### src/rtl/prim_shreg_seq.sv
// ----------------------------------------------------------------------------
// prim_shreg_seq : framed MSB-first serial shifter with programmable bit period
// Rev 1.0
// ----------------------------------------------------------------------------
`default_nettype none

module prim_shreg_seq #(
  parameter int WIDTH = 8,
  parameter int DIV_W = 8
) (
  input  logic             clk_i,
  input  logic             rst_i,
  input  logic [DIV_W-1:0] div_i,
  input  logic             tx_valid_i,
  input  logic [WIDTH-1:0] tx_data_i,
  output logic             tx_ready_o,
  input  logic             abort_i,
  input  logic             serial_i,
  output logic             serial_o,
  output logic             bit_tick_o,
  output logic             busy_o,
  output logic             rx_valid_o,
  output logic [WIDTH-1:0] rx_data_o
);

  localparam int CNT_W = $clog2(WIDTH + 1);

  localparam logic [1:0] IDLE  = 2'd0;
  localparam logic [1:0] SHIFT = 2'd1;
  localparam logic [1:0] DONE  = 2'd2;

  logic [1:0]       state;
  logic [WIDTH-1:0] tx_sr;
  logic [WIDTH-1:0] rx_sr;
  logic [WIDTH-1:0] rx_data_q;
  logic [DIV_W-1:0] div_q;
  logic [DIV_W-1:0] div_cnt;
  logic [CNT_W-1:0] bit_cnt;

  logic accept;
  logic tick;
  logic last_bit;
  logic [WIDTH-1:0] rx_next;

  // Abort outranks both a coincident accept and a coincident tick.
  assign accept   = (state == IDLE) && tx_valid_i && !abort_i;
  assign tick     = (state == SHIFT) && (div_cnt == div_q) && !abort_i;
  assign last_bit = tick && (bit_cnt == CNT_W'(1));
  assign rx_next  = {rx_sr[WIDTH-2:0], serial_i};

  always_ff @(posedge clk_i or posedge rst_i) begin
    if (rst_i) begin
      state     <= IDLE;
      tx_sr     <= '0;
      rx_sr     <= '0;
      rx_data_q <= '0;
      div_q     <= '0;
      div_cnt   <= '0;
      bit_cnt   <= '0;
    end else begin
      case (state)
        IDLE: begin
          if (accept) begin
            tx_sr   <= tx_data_i;
            div_q   <= div_i;
            div_cnt <= '0;
            rx_sr   <= '0;
            bit_cnt <= CNT_W'(WIDTH);
            state   <= SHIFT;
          end
        end
        SHIFT: begin
          if (abort_i) begin
            state <= IDLE;
          end else if (tick) begin
            div_cnt <= '0;
            rx_sr   <= rx_next;
            tx_sr   <= {tx_sr[WIDTH-2:0], 1'b0};
            bit_cnt <= bit_cnt - CNT_W'(1);
            if (last_bit) begin
              rx_data_q <= rx_next;
              state     <= DONE;
            end
          end else begin
            div_cnt <= div_cnt + DIV_W'(1);
          end
        end
        DONE: begin
          state <= IDLE;
        end
        default: begin
          state <= IDLE;
        end
      endcase
    end
  end

  // Outputs decode the state directly so an async reset shows at once.
  assign tx_ready_o = (state == IDLE);
  assign busy_o     = (state != IDLE);
  assign serial_o   = (state == SHIFT) ? tx_sr[WIDTH-1] : 1'b0;
  assign bit_tick_o = tick;
  assign rx_valid_o = (state == DONE);
  assign rx_data_o  = rx_data_q;

endmodule

`default_nettype wire
### config.mk
export PLATFORM = sky130hd
export DESIGN_NAME = prim_shreg_seq
export DESIGN_NICKNAME = d
export VERILOG_FILES = /design/src/rtl/prim_shreg_seq.sv
export SDC_FILE = /design/constraint.sdc
export NUM_CORES = 1
export LEC_CHECK = 0
export ABC_CLOCK_PERIOD_IN_PS = 2300
export CAP_MARGIN = 20
export CORE_UTILIZATION = 53
export DETAILED_ROUTE_END_ITERATION = 10
export PLACE_DENSITY = 0.87
export SYNTH_ARGS = -nofsm -noshare
export SYNTH_HDL_FRONTEND = slang
export SYNTH_SLANG_ARGS = --single-unit
### constraint.sdc
create_clock -name clk_i -period 2.3 [get_ports clk_i]
set_clock_uncertainty 0.05 [all_clocks]
set_input_delay 0.345 -clock clk_i [delete_from_list [all_inputs] [get_ports clk_i]]
set_output_delay 0.345 -clock clk_i [all_outputs]
set_load 0.01 [all_outputs]
Word-level counts from Yosys, hierarchy flattened
Cells that the tools add are included.
- word-level logic and storage cells: 54
- output and inout port bits: 13
- flip-flop bits (word level): 45
- equality and inequality tests: 9
- multiplexer cells: 21
- reductions and logical operators: 14
- bitwise logic cells: 1
- $add $sub $neg: 2
- operators with widths (operator ; number):
    $mux W8 ; 6
    $pmux W8 S2 ; 2
    $mux W7 ; 2
    $pmux W7 S2 ; 1
    $mux W4 ; 3
    $add A8 B1 Y8 const B ; 1
    $eq A8 B8 Y1 ; 1
    $mux W2 ; 4
    $pmux W4 S2 ; 1
    $reduce_and A4 Y1 ; 2
    $ne A3 B3 Y1 const B ; 2
    $reduce_and A3 Y1 ; 2
    $logic_and A1 B1 Y1 ; 5
    $eq A4 B1 Y1 const B ; 1
    $ne A2 B2 Y1 const B ; 2
    $pmux W2 S2 ; 1
    $reduce_bool A2 Y1 ; 2
    $sub A4 B1 Y4 const B ; 1
    $eq A2 B1 Y1 const B ; 1
    $eq A2 B2 Y1 const B ; 1
    $logic_not A2 Y1 ; 1
    $ne A2 B1 Y1 const B ; 1
    $reduce_and A2 Y1 ; 1
    $logic_not A1 Y1 ; 1
    2 further kinds ; 2

Depth between registers and ports, before layout
Gate-level depths: netlist (run 1).
- word-level depth: 8
- mapped depth: 6
- mapped depth without buffers: 5

Least setup slack after synthesis (run 1)
OpenSTA, ideal clock, no wires.
- path kind: reg2reg
- from: register div_cnt[5]
- to: register rx_data_q[0] (netlist: rx_data_o[0])
- setup slack: 0.402 ns
- buffers on the path: 0
- stages on the path, launching flop included: 5
- data required time: 2.125 ns
- arrival: 1.723 ns
- cells stage by stage: dfrtp_1 > xnor2_1 > nand4_2 > nor4_4 > mux2_2
- word-level cells in the longest chain between the ends: 5
- RTL lines (element ; line ; source):
    start, declared ; 37 ; logic [DIV_W-1:0] div_cnt;
    start signal, assigned ; 85 ; div_cnt <= div_cnt + DIV_W'(1);
    $eq A8 B8 Y1 * ; 47 ; assign tick = (state == SHIFT) && (div_cnt == div_q) && !abort_i;
    $logic_and A1 B1 Y1 * (2 in a row) ; 47 ;
    $logic_and A1 B1 Y1 ; 48 ; assign last_bit = tick && (bit_cnt == CNT_W'(1));
    $reduce_and A4 Y1 (no line) * ; - ;
    end signal, assigned ; 81 ; rx_data_q <= rx_next;
    end, declared ; 35 ; logic [WIDTH-1:0] rx_data_q;
Mark *: on every way between the ends. The rest lies on a longest branch, timed or not.
A chain may end at the register's enable or synchronous reset.

Worst setup path in the final report (run 1)
- from: register div_cnt[4]
- to: output port bit_tick_o
- word-level cells in the longest chain between the ends: 3
- RTL lines (element ; line ; source):
    $eq A8 B8 Y1 ; 47 ;
    $logic_and A1 B1 Y1 (2 in a row) ; 47 ;
    end, declared ; 20 ; output logic bit_tick_o,
Every way passes these cells.

==> results.toml, run 1 <==
[critical_path]
cp.arrival_ns = 1.70
path_max_fanout = 2
cp_top_family = "simple AND/OR/NAND/NOR gates"
cpPeakStageDelay_ns = 0.45
reg2reg_depth = 5
r2r_setup_slack_ns = 0.28
cp_common_cell = "and4_1"
cp_cell_sequence = "xnor2_2 > and4_1 > and4_1 > dlygate4sd2_1"
crit_type = "reg -> out"
path_depth = 4
slowest_stage = "dfrtp_2"
cp-start-kind = "flip-flop"
worst_r2r_endpoint = "tx_sr[2]"
path_buf_inv = 1
crit_required_ns = 1.90
r2r_start = "div_cnt[6]"
cp-end-kind = "output port"

[layout]
area_growth_pct = 28.3
final_common_cell = "nand2_1"
n_fill_cell = 296
drive_gt1_share_pct = 19.4
final_cell_mix = "nand2_1 (43), dfrtp_1 (41), clkdlybuf4s50_1 (32), mux2i_1 (16), buf_4 (16)"
nNetsFinal = 291
diodes = 0
final_core_utilization_pct = 71.4

[floorplanning]
num_rows = 23
die_area_mm2 = 0.00450
ios = 34
start_util_pct = 55.7
core_mm2 = 0.00403
fp.dieW_um = 67.1
die_h_um = 67.1

[sta]
slew_violations = 0
final_hold_viol_count = 0
period_minus_slack_ns = 2.09
setup_viol = 0
min_period_over_period_pct = 91.0
tightest_slew_ns = 0.560
rsz0062_at_grt = "false"
timing.fmax_ghz = 0.478
timing.final.ws_setup_ns = 0.207
maxSlewHeadroom_pct = 62.7

[clock_tree]
cts_buffers = 5
clk_pin_slew_ns = 0.08
htree_levels = 2
clock_latency_ns = 0.30
clkSinkCount = 45
cts_tree = "done"
clockBufferDepth = 2
cts_root_buf = "clkbuf_8"

[drt]
dr_wl_met2_mm = 2.34
wl_met3_um = 275
vias = 1783
topRoutingLayerUsed = "met4"
drt_first_pass_iters = 4
ant_nets = 0
drtIter0Drc = 97
routed_wl_mm = 4.78
drc = 0
vias_per_cell = 5.61
wire_per_inst_um = 15.0
wl_met1_mm = 2.09

[min_path]
min_path_type = "in -> async"

[place]
dp_hpwl_mm = 3.25
pre_cts_ws_ns = -0.0211
numPortBuffers = 33
gp_congestion = 0.879

[grt]
grt_pass1_vias = 1657
track_usage_pct = 24.3
grt_pass1_wl_mm = 8.01
grt_overflow = 0
antenna_found_initial = 0
grt_max_degree = 46

[synth]
async_flop_share_pct = 100
yosysUniqueCellTypes = 36
synth.top_cell.area_share_pct = 50.2
synth_ff_type = "dfrtp_1"
synth_edf_count = 0
yosysWarnings = 0
syn_area_mm2 = 0.00224
synth_top_area_cell = "dfrtp_1"
yosys-top-cells-area = "dfrtp_1 (50%), nand2_1 (7.2%), mux2i_1 (7.1%)"
syn_area_per_cell_um2 = 10.2
synthesis.instances = 219
ys_seq_area_share_pct = 50.2
ys_seq_elements = 45
synth_nets = 243

[status]
run_status = "completed"

[power_and_ir_drop]
ir_drop_mv = 0.455
p_per_area_mw_per_mm2 = 712
p_leak_uw = 0.00133

[flow_run]
max_cap_viol_count = 0
-- how the worst max path moves through the flow --
stage / startpoint / to / slack [ns]
2_1_floorplan: div_cnt[5] / rx_data_o[0] / 0.40
3_3_place_gp: abort_i / bit_tick_o / 0.02
3_5_place_dp: abort_i / tx_sr[2] / -0.02
4_1_cts: state[0] / serial_o / 0.22
5_1_grt: div_cnt[2] / bit_tick_o / 0.13
6_report: div_cnt[4] / bit_tick_o / 0.21
-- synth_stat cells (all sizes together) (2+ instances only) --
| master | number |
|---|---|
| nand4 | 2 |
| buf | 2 |
| ha | 3 |
| o21ai | 11 |
| inv | 10 |
| nor2 | 15 |
| xnor2 | 8 |
| nand2 | 43 |
| mux2i | 16 |
| and3 | 2 |
| nor4 | 5 |
| clkbuf | 6 |
| nand3 | 6 |
| a22oi | 7 |
| or2 | 2 |
| a21oi | 2 |
| or3 | 2 |
| mux2 | 11 |
| a211oi | 2 |
| dfrtp | 45 |
| and2 | 3 |
| nor2b | 3 |
| and4 | 2 |
| a21o | 2 |
-- state kept, by name (all words and copies together) (netlist names) --
signal and flops:
rx_sr 7, bit_cnt 4, div_cnt 8, state 2, tx_sr 8, div_q 8
rx_data_o 8
-- kinds of logic (layout without fill, tap and decap cells) --
kind of cell | after synthesis | after routing | synth area share (%)
AND/OR/NAND/NOR | 90 | 90 | 20.5
multiplexers | 27 | 27 | 12.7
buffers and inverters | 18 | 67 | 3.68
AO/OA/AOI/OAI | 28 | 28 | 8.14
flip-flops | 45 | 45 | 50.2
adder cells (fa/ha/maj) | 3 | 3 | 1.67
XOR/XNOR | 8 | 8 | 3.12
-- tightest hold or removal path, stage by stage --
cell and delay (ns):
clkdlybuf4s50_1 0.39, inv_1 0.05, buf_4 0.46
-- timing repair --
action / in CTS / in global routing
endpoints found under the setup margin: 1 / 0
hold buffers: 0 / 0
gates resized for setup: 11 / 0
setup buffers: 2 / 0
-- per-stage QoR --
step | area (um^2) | setup TNS, ns | instances | power [uW] | hold WS (ns)
finish | 2880 | 0 | 318 | 2050 | 0.441
global route | 2880 | 0 | 318 | 2150 | 0.483
CTS | 2880 | 0 | 318 | 2050 | 0.462
detailed placement | 2700 | -0.0350 | 308 | 1420 | 0.442
global placement | 2700 | 0 | 308 | 1390 | 0.432
floorplan | 2240 | 0 | 219 | 1250 | 0.400
-- power by group --
| part | total, uW | internal (uW) | switching, uW |
|---|---|---|---|
| clock network | 590 | 326 | 264 |
| registers | 973 | 886 | 87.1 |
| logic | 486 | 238 | 248 |
| total | 2050 | 1450 | 599 |
-- routing by layer --
layer | vias to the layer above | global-route usage (%)
li1 | 852 | -
met1 | 861 | 33.0
met2 | 62 | 38.0
met3 | 8 | 5.65
met4 | 0 | 7.71
met5 | - | 0
-- cell type report --
| class | count | area, um^2 | share of cell area (%) |
|---|---|---|---|
| flip-flops and latches | 45 | 1130 | 39.3 |
| multi-input cells | 156 | 1090 | 37.7 |
| repair buffers | 49 | 449 | 15.6 |
| clock buffers | 6 | 72.6 | 2.52 |
| well taps | 50 | 62.6 | 2.17 |
| clock inverters | 2 | 38.8 | 1.35 |
| inverters | 10 | 37.5 | 1.30 |
Note: power is estimated with default switching activity, not from simulation.
==> run 2: changes to the inputs <==
--- a/config.mk
+++ b/config.mk
@@ -10,6 +10,7 @@
 export CORE_UTILIZATION = 53
 export DETAILED_ROUTE_END_ITERATION = 10
 export PLACE_DENSITY = 0.87
+export RECOVER_POWER = 25
 export SYNTH_ARGS = -nofsm -noshare
 export SYNTH_HDL_FRONTEND = slang
 export SYNTH_SLANG_ARGS = --single-unit
==> run 2 against run 1 <==
Sequential power barely moved. Power about the same. Largest cell class unchanged. Cell area hardly changed. Die area unchanged. Hold slack better by 0.020 ns.
==> results.toml, run 2 (synthesis gave the netlist of run 1 again) <==
[place]
dp_hpwl_mm = 3.25
numPortBuffers = 33
gp_congestion = 0.879

[drt]
drc = 0
routed_wl_mm = 4.76
vias = 1784
drtIter0Drc = 97
drt_first_pass_iters = 4
ant_nets = 0
vias_per_cell = 5.61
wire_per_inst_um = 15.0

[critical_path]
cp-start-kind = "flip-flop"
cp-end-kind = "output port"
cp.arrival_ns = 1.70
path_max_fanout = 2
crit_type = "reg -> out"
crit_required_ns = 1.90
reg2reg_depth = 5
r2r_setup_slack_ns = 0.29

[clock_tree]
clockBufferDepth = 2
htree_levels = 2
clkSinkCount = 45
cts_tree = "done"
hold_buffers = 0
cts_root_buf = "clkbuf_8"
clk_pin_slew_ns = 0.08
cts_buffers = 5
clock_latency_ns = 0.30

[sta]
final_hold_viol_count = 0
totalNegativeSetupSlack_ns = 0
setup_viol = 0
slew_violations = 0
maxSlewHeadroom_pct = 26.6
rsz0062_at_grt = "false"
period_minus_slack_ns = 2.09
hold_ws_ns = 0.461
min_period_over_period_pct = 91.0
tightest_slew_ns = 1.10
timing.fmax_ghz = 0.478

[grt]
grt_pass1_wl_mm = 8.01
track_usage_pct = 24.3
antenna_found_initial = 0
grt_overflow = 0
grt_max_degree = 46
grt_pass1_vias = 1657

[floorplanning]
fp.dieW_um = 67.1
start_util_pct = 55.7
num_rows = 23
die_h_um = 67.1
ios = 34
die_area_mm2 = 0.00450
core_mm2 = 0.00403

[layout]
diodes = 0
final_common_cell = "nand2_1"
nNetsFinal = 291
area_growth_pct = 28.2
final_cell_mix = "nand2_1 (43), dfrtp_1 (41), clkdlybuf4s50_1 (31), mux2i_1 (16)"
drive_gt1_share_pct = 19.4

[power_and_ir_drop]
ir_drop_mv = 0.457
p_leak_uw = 0.00133
p_per_area_mw_per_mm2 = 712

[min_path]
min_path_cells = 1
min_path_type = "reg -> reg"

[status]
run_status = "completed"

[flow_run]
max_cap_viol_count = 0
run 2: cell types whose count changed in the layout (fill, tap and decap cells not counted), sizes merged:
cell | before | now
buf | 16 | 15
dlygate4sd3 | 0 | 1
clkdlybuf4s50 | 32 | 31
clkbuf | 6 | 7
run 2: cell type report:
type,instances,area (um^2)
clock buffers,6,72.6
multi-input cells,156,1090
repair buffers,49,447
fillers,296,1150
inverters,10,37.5
flip-flops and latches,45,1130
clock inverters,2,38.8
well taps,50,62.6
run 2: path summary, 6_finish.rpt:
check / endpoint / start
hold / removal: rx_data_o[5] / rx_data_o[5]
min in group asynchronous: tx_sr[0] / rst_i
setup reg to reg: tx_sr[2] / div_cnt[6]
setup / recovery: bit_tick_o / div_cnt[4]
hold reg to reg: rx_data_o[5] / rx_data_o[5]
max in group asynchronous: div_cnt[3] / rst_i
run 2: per-stage QoR:
| stage | utilization, % | std cells | instance area (um^2) | setup slack [ns] | total power, uW |
|---|---|---|---|---|---|
| 2_1_floorplan | - | 219 | 2240 | 0.402 | 1250 |
| 3_3_place_gp | 67.1 | 308 | 2700 | 0.0247 | 1390 |
| 3_5_place_dp | 67.1 | 308 | 2700 | -0.0211 | 1420 |
| 4_1_cts | 71.4 | 318 | 2880 | 0.216 | 2050 |
| 5_1_grt | 71.4 | 318 | 2880 | 0.133 | 2150 |
| 6_report | 71.4 | 318 | 2880 | 0.207 | 2050 |
run 2: power breakdown:
part	switching (uW)	internal (uW)	leakage, uW
Combinational	248	237	0.000697
Sequential	87.2	886	0.000577
Clock	264	326	0.0000554
Total	599	1450	0.00133
run 2: what timing repair did:
action | in CTS | in global routing
resized for setup | 11 | 0
setup endpoints to repair | 1 | 0
buffers inserted | 2 | 0
run 2: layer usage:
metal  GRT usage [%]  part of all wire (%)  vias up  wire [um]
li1                -                     -      853          -
met1            33.0                    43      861       2070
met2            38.0                    49       62       2350
met3            5.65                   5.8        8        277
met4            7.71                   1.4        0         66
met5               0                     0        -          0
run 2: critical path: stages (launching register included):
cell and delay, ns:
dfrtp_2 0.45, xnor2_2 0.22, and4_1 0.24, and4_1 0.22, dlygate4sd2_1 0.27
==> edit: new RTL, settings of run 1 <==
Set the parameter `DIV_W` to 10 (it was 8).
--- a/src/rtl/prim_shreg_seq.sv
+++ b/src/rtl/prim_shreg_seq.sv
@@ -8,3 +8,3 @@
   parameter int WIDTH = 8,
-  parameter int DIV_W = 8
+  parameter int DIV_W = 10
 ) (
Ports: changed (resized div_i); port bits go from 34 to 36. No check against the original RTL was run, so the function may have changed too.
==> edit against run 1 <==
Sequential share of layout area increased by 1.1 points. Area after synthesis increased by 3.6%. Combinational power decreased by 8.2%. First-iteration DRC count increased by 96%. Core utilization increased by 2.3 points. Global-route usage increased by 0.40 points. Setup slack got worse by 91 ps. Largest power group unchanged. Sequential cell count increased by 4. Maximum frequency decreased by 4.2%. Total power decreased by 3.3%. Final area increased by 5.4%. Routed wire length increased by 12%. Cell count increased by 2.8%.
==> edit: results (changes against run 1) <==
Synth Area in Compound Gates 0.04900 (-0.03242); GP Congestion 0.8245 (-6.2%); adder-cell area share of the yosys netlist 0.01616 (-0.0005766); Max stage delay on crit path 530 ps (+80 ps); Clock Sinks 49 (+8.9%); synth top area cells dfrtp_1 53%, mux2_2 11%, nand2_1 6.8%; vias in the first global route 1824 (+10%); switch share 0.2886 (-0.003745); ClkCell Share 0.02887 (-0.009830); Buffers, non-clock 58 (+18%); number of non-clock inverters in the layout 11 (+1); Synth Area in XOR/XNOR 0.06031 (+0.02908); pre-CTS setup slack -71.74 ps (-50.63 ps); # fillers 283 (-4.4%); Mapped Nets 247 (+1.6%); Seq area share 0.4041 (+0.01108); largest net degree at the start of global routing 26 (-43%); Synth cell types 35 (-2.8%); share of post-route cells with drive strength above 1 0.2347 (+0.04063); Arr. time, crit path 1790 ps (+90 ps); NonClk Buf Share 0.1831 (+0.02701); post-synthesis mux area share 0.1066 (-0.01998); Mapped Cells 221 (+0.91%); status completed; sequential area share after synthesis 0.5277 (+0.02578); All-Layer GR Usage 0.2469 (+0.004005); WL/cell 16.34 um (+8.8%); sequential share of power 0.517 (+0.042)
## edit: cell types whose count changed in the layout (fill, tap and decap cells not counted), sizes merged, moves of 3 or more
cell / run 1 / this run
a22oi: 7 / 0
dfrtp: 45 / 49
xnor2: 8 / 1
buf: 16 / 23
nor4: 5 / 2
xor2: 0 / 15
mux2i: 16 / 0
mux2: 11 / 22
nor2: 15 / 12
nand3: 6 / 15
## edit: final timing paths
| check | from | cells after the start | end | slack [ps] |
|---|---|---|---|---|
| setup / recovery | state[0] | 3 | serial_o | 120 |
| hold / removal | rst_i | 2 | bit_cnt[3] | 280 |
| setup reg to reg | div_cnt[7] | 7 | tx_sr[2] | 140 |
| hold reg to reg | div_q[8] | 2 | div_q[8] | 450 |
| max in group asynchronous | rst_i | 3 | rx_data_o[1] | 1420 |
| min in group clk_i | div_q[8] | 2 | div_q[8] | 450 |
## edit: metrics by stage
step,hold WS [ps],TNS [ps],cell area [um^2]
final,279.5,0,3034
after global routing,313.4,0,3034
after CTS,286.6,-334.2,2992
after detailed placement,439.6,-461.4,2845
after global placement,425.6,0,2845
after floorplan,400.4,0,2323
## edit: kinds of logic after synthesis
| group | count (synthesis) |
|---|---|
| and+or+nand+nor | 91 |
| DFF | 49 |
| muxes | 22 |
| buffers and inverters | 21 |
| AOI/OAI and AO/OA | 19 |
| xor gates and xnor gates | 16 |
| adders and majority gates | 3 |
## edit: what timing repair did
item	CTS	global route
pin swaps	3	3
hold buffers	0	0
gates cloned	0	0
gates resized for setup	2	15
setup buffers	7	2
setup endpoints to repair	1	25
## edit: per-layer routing
layer  share of wire  vias to the layer above  global-route usage
met1            0.40                      891              0.3085
met2            0.51                       74              0.3983
met4           0.039                        0              0.1354
met5               0                        -                   0
li1                -                      847                   -
met3           0.059                       20             0.05000
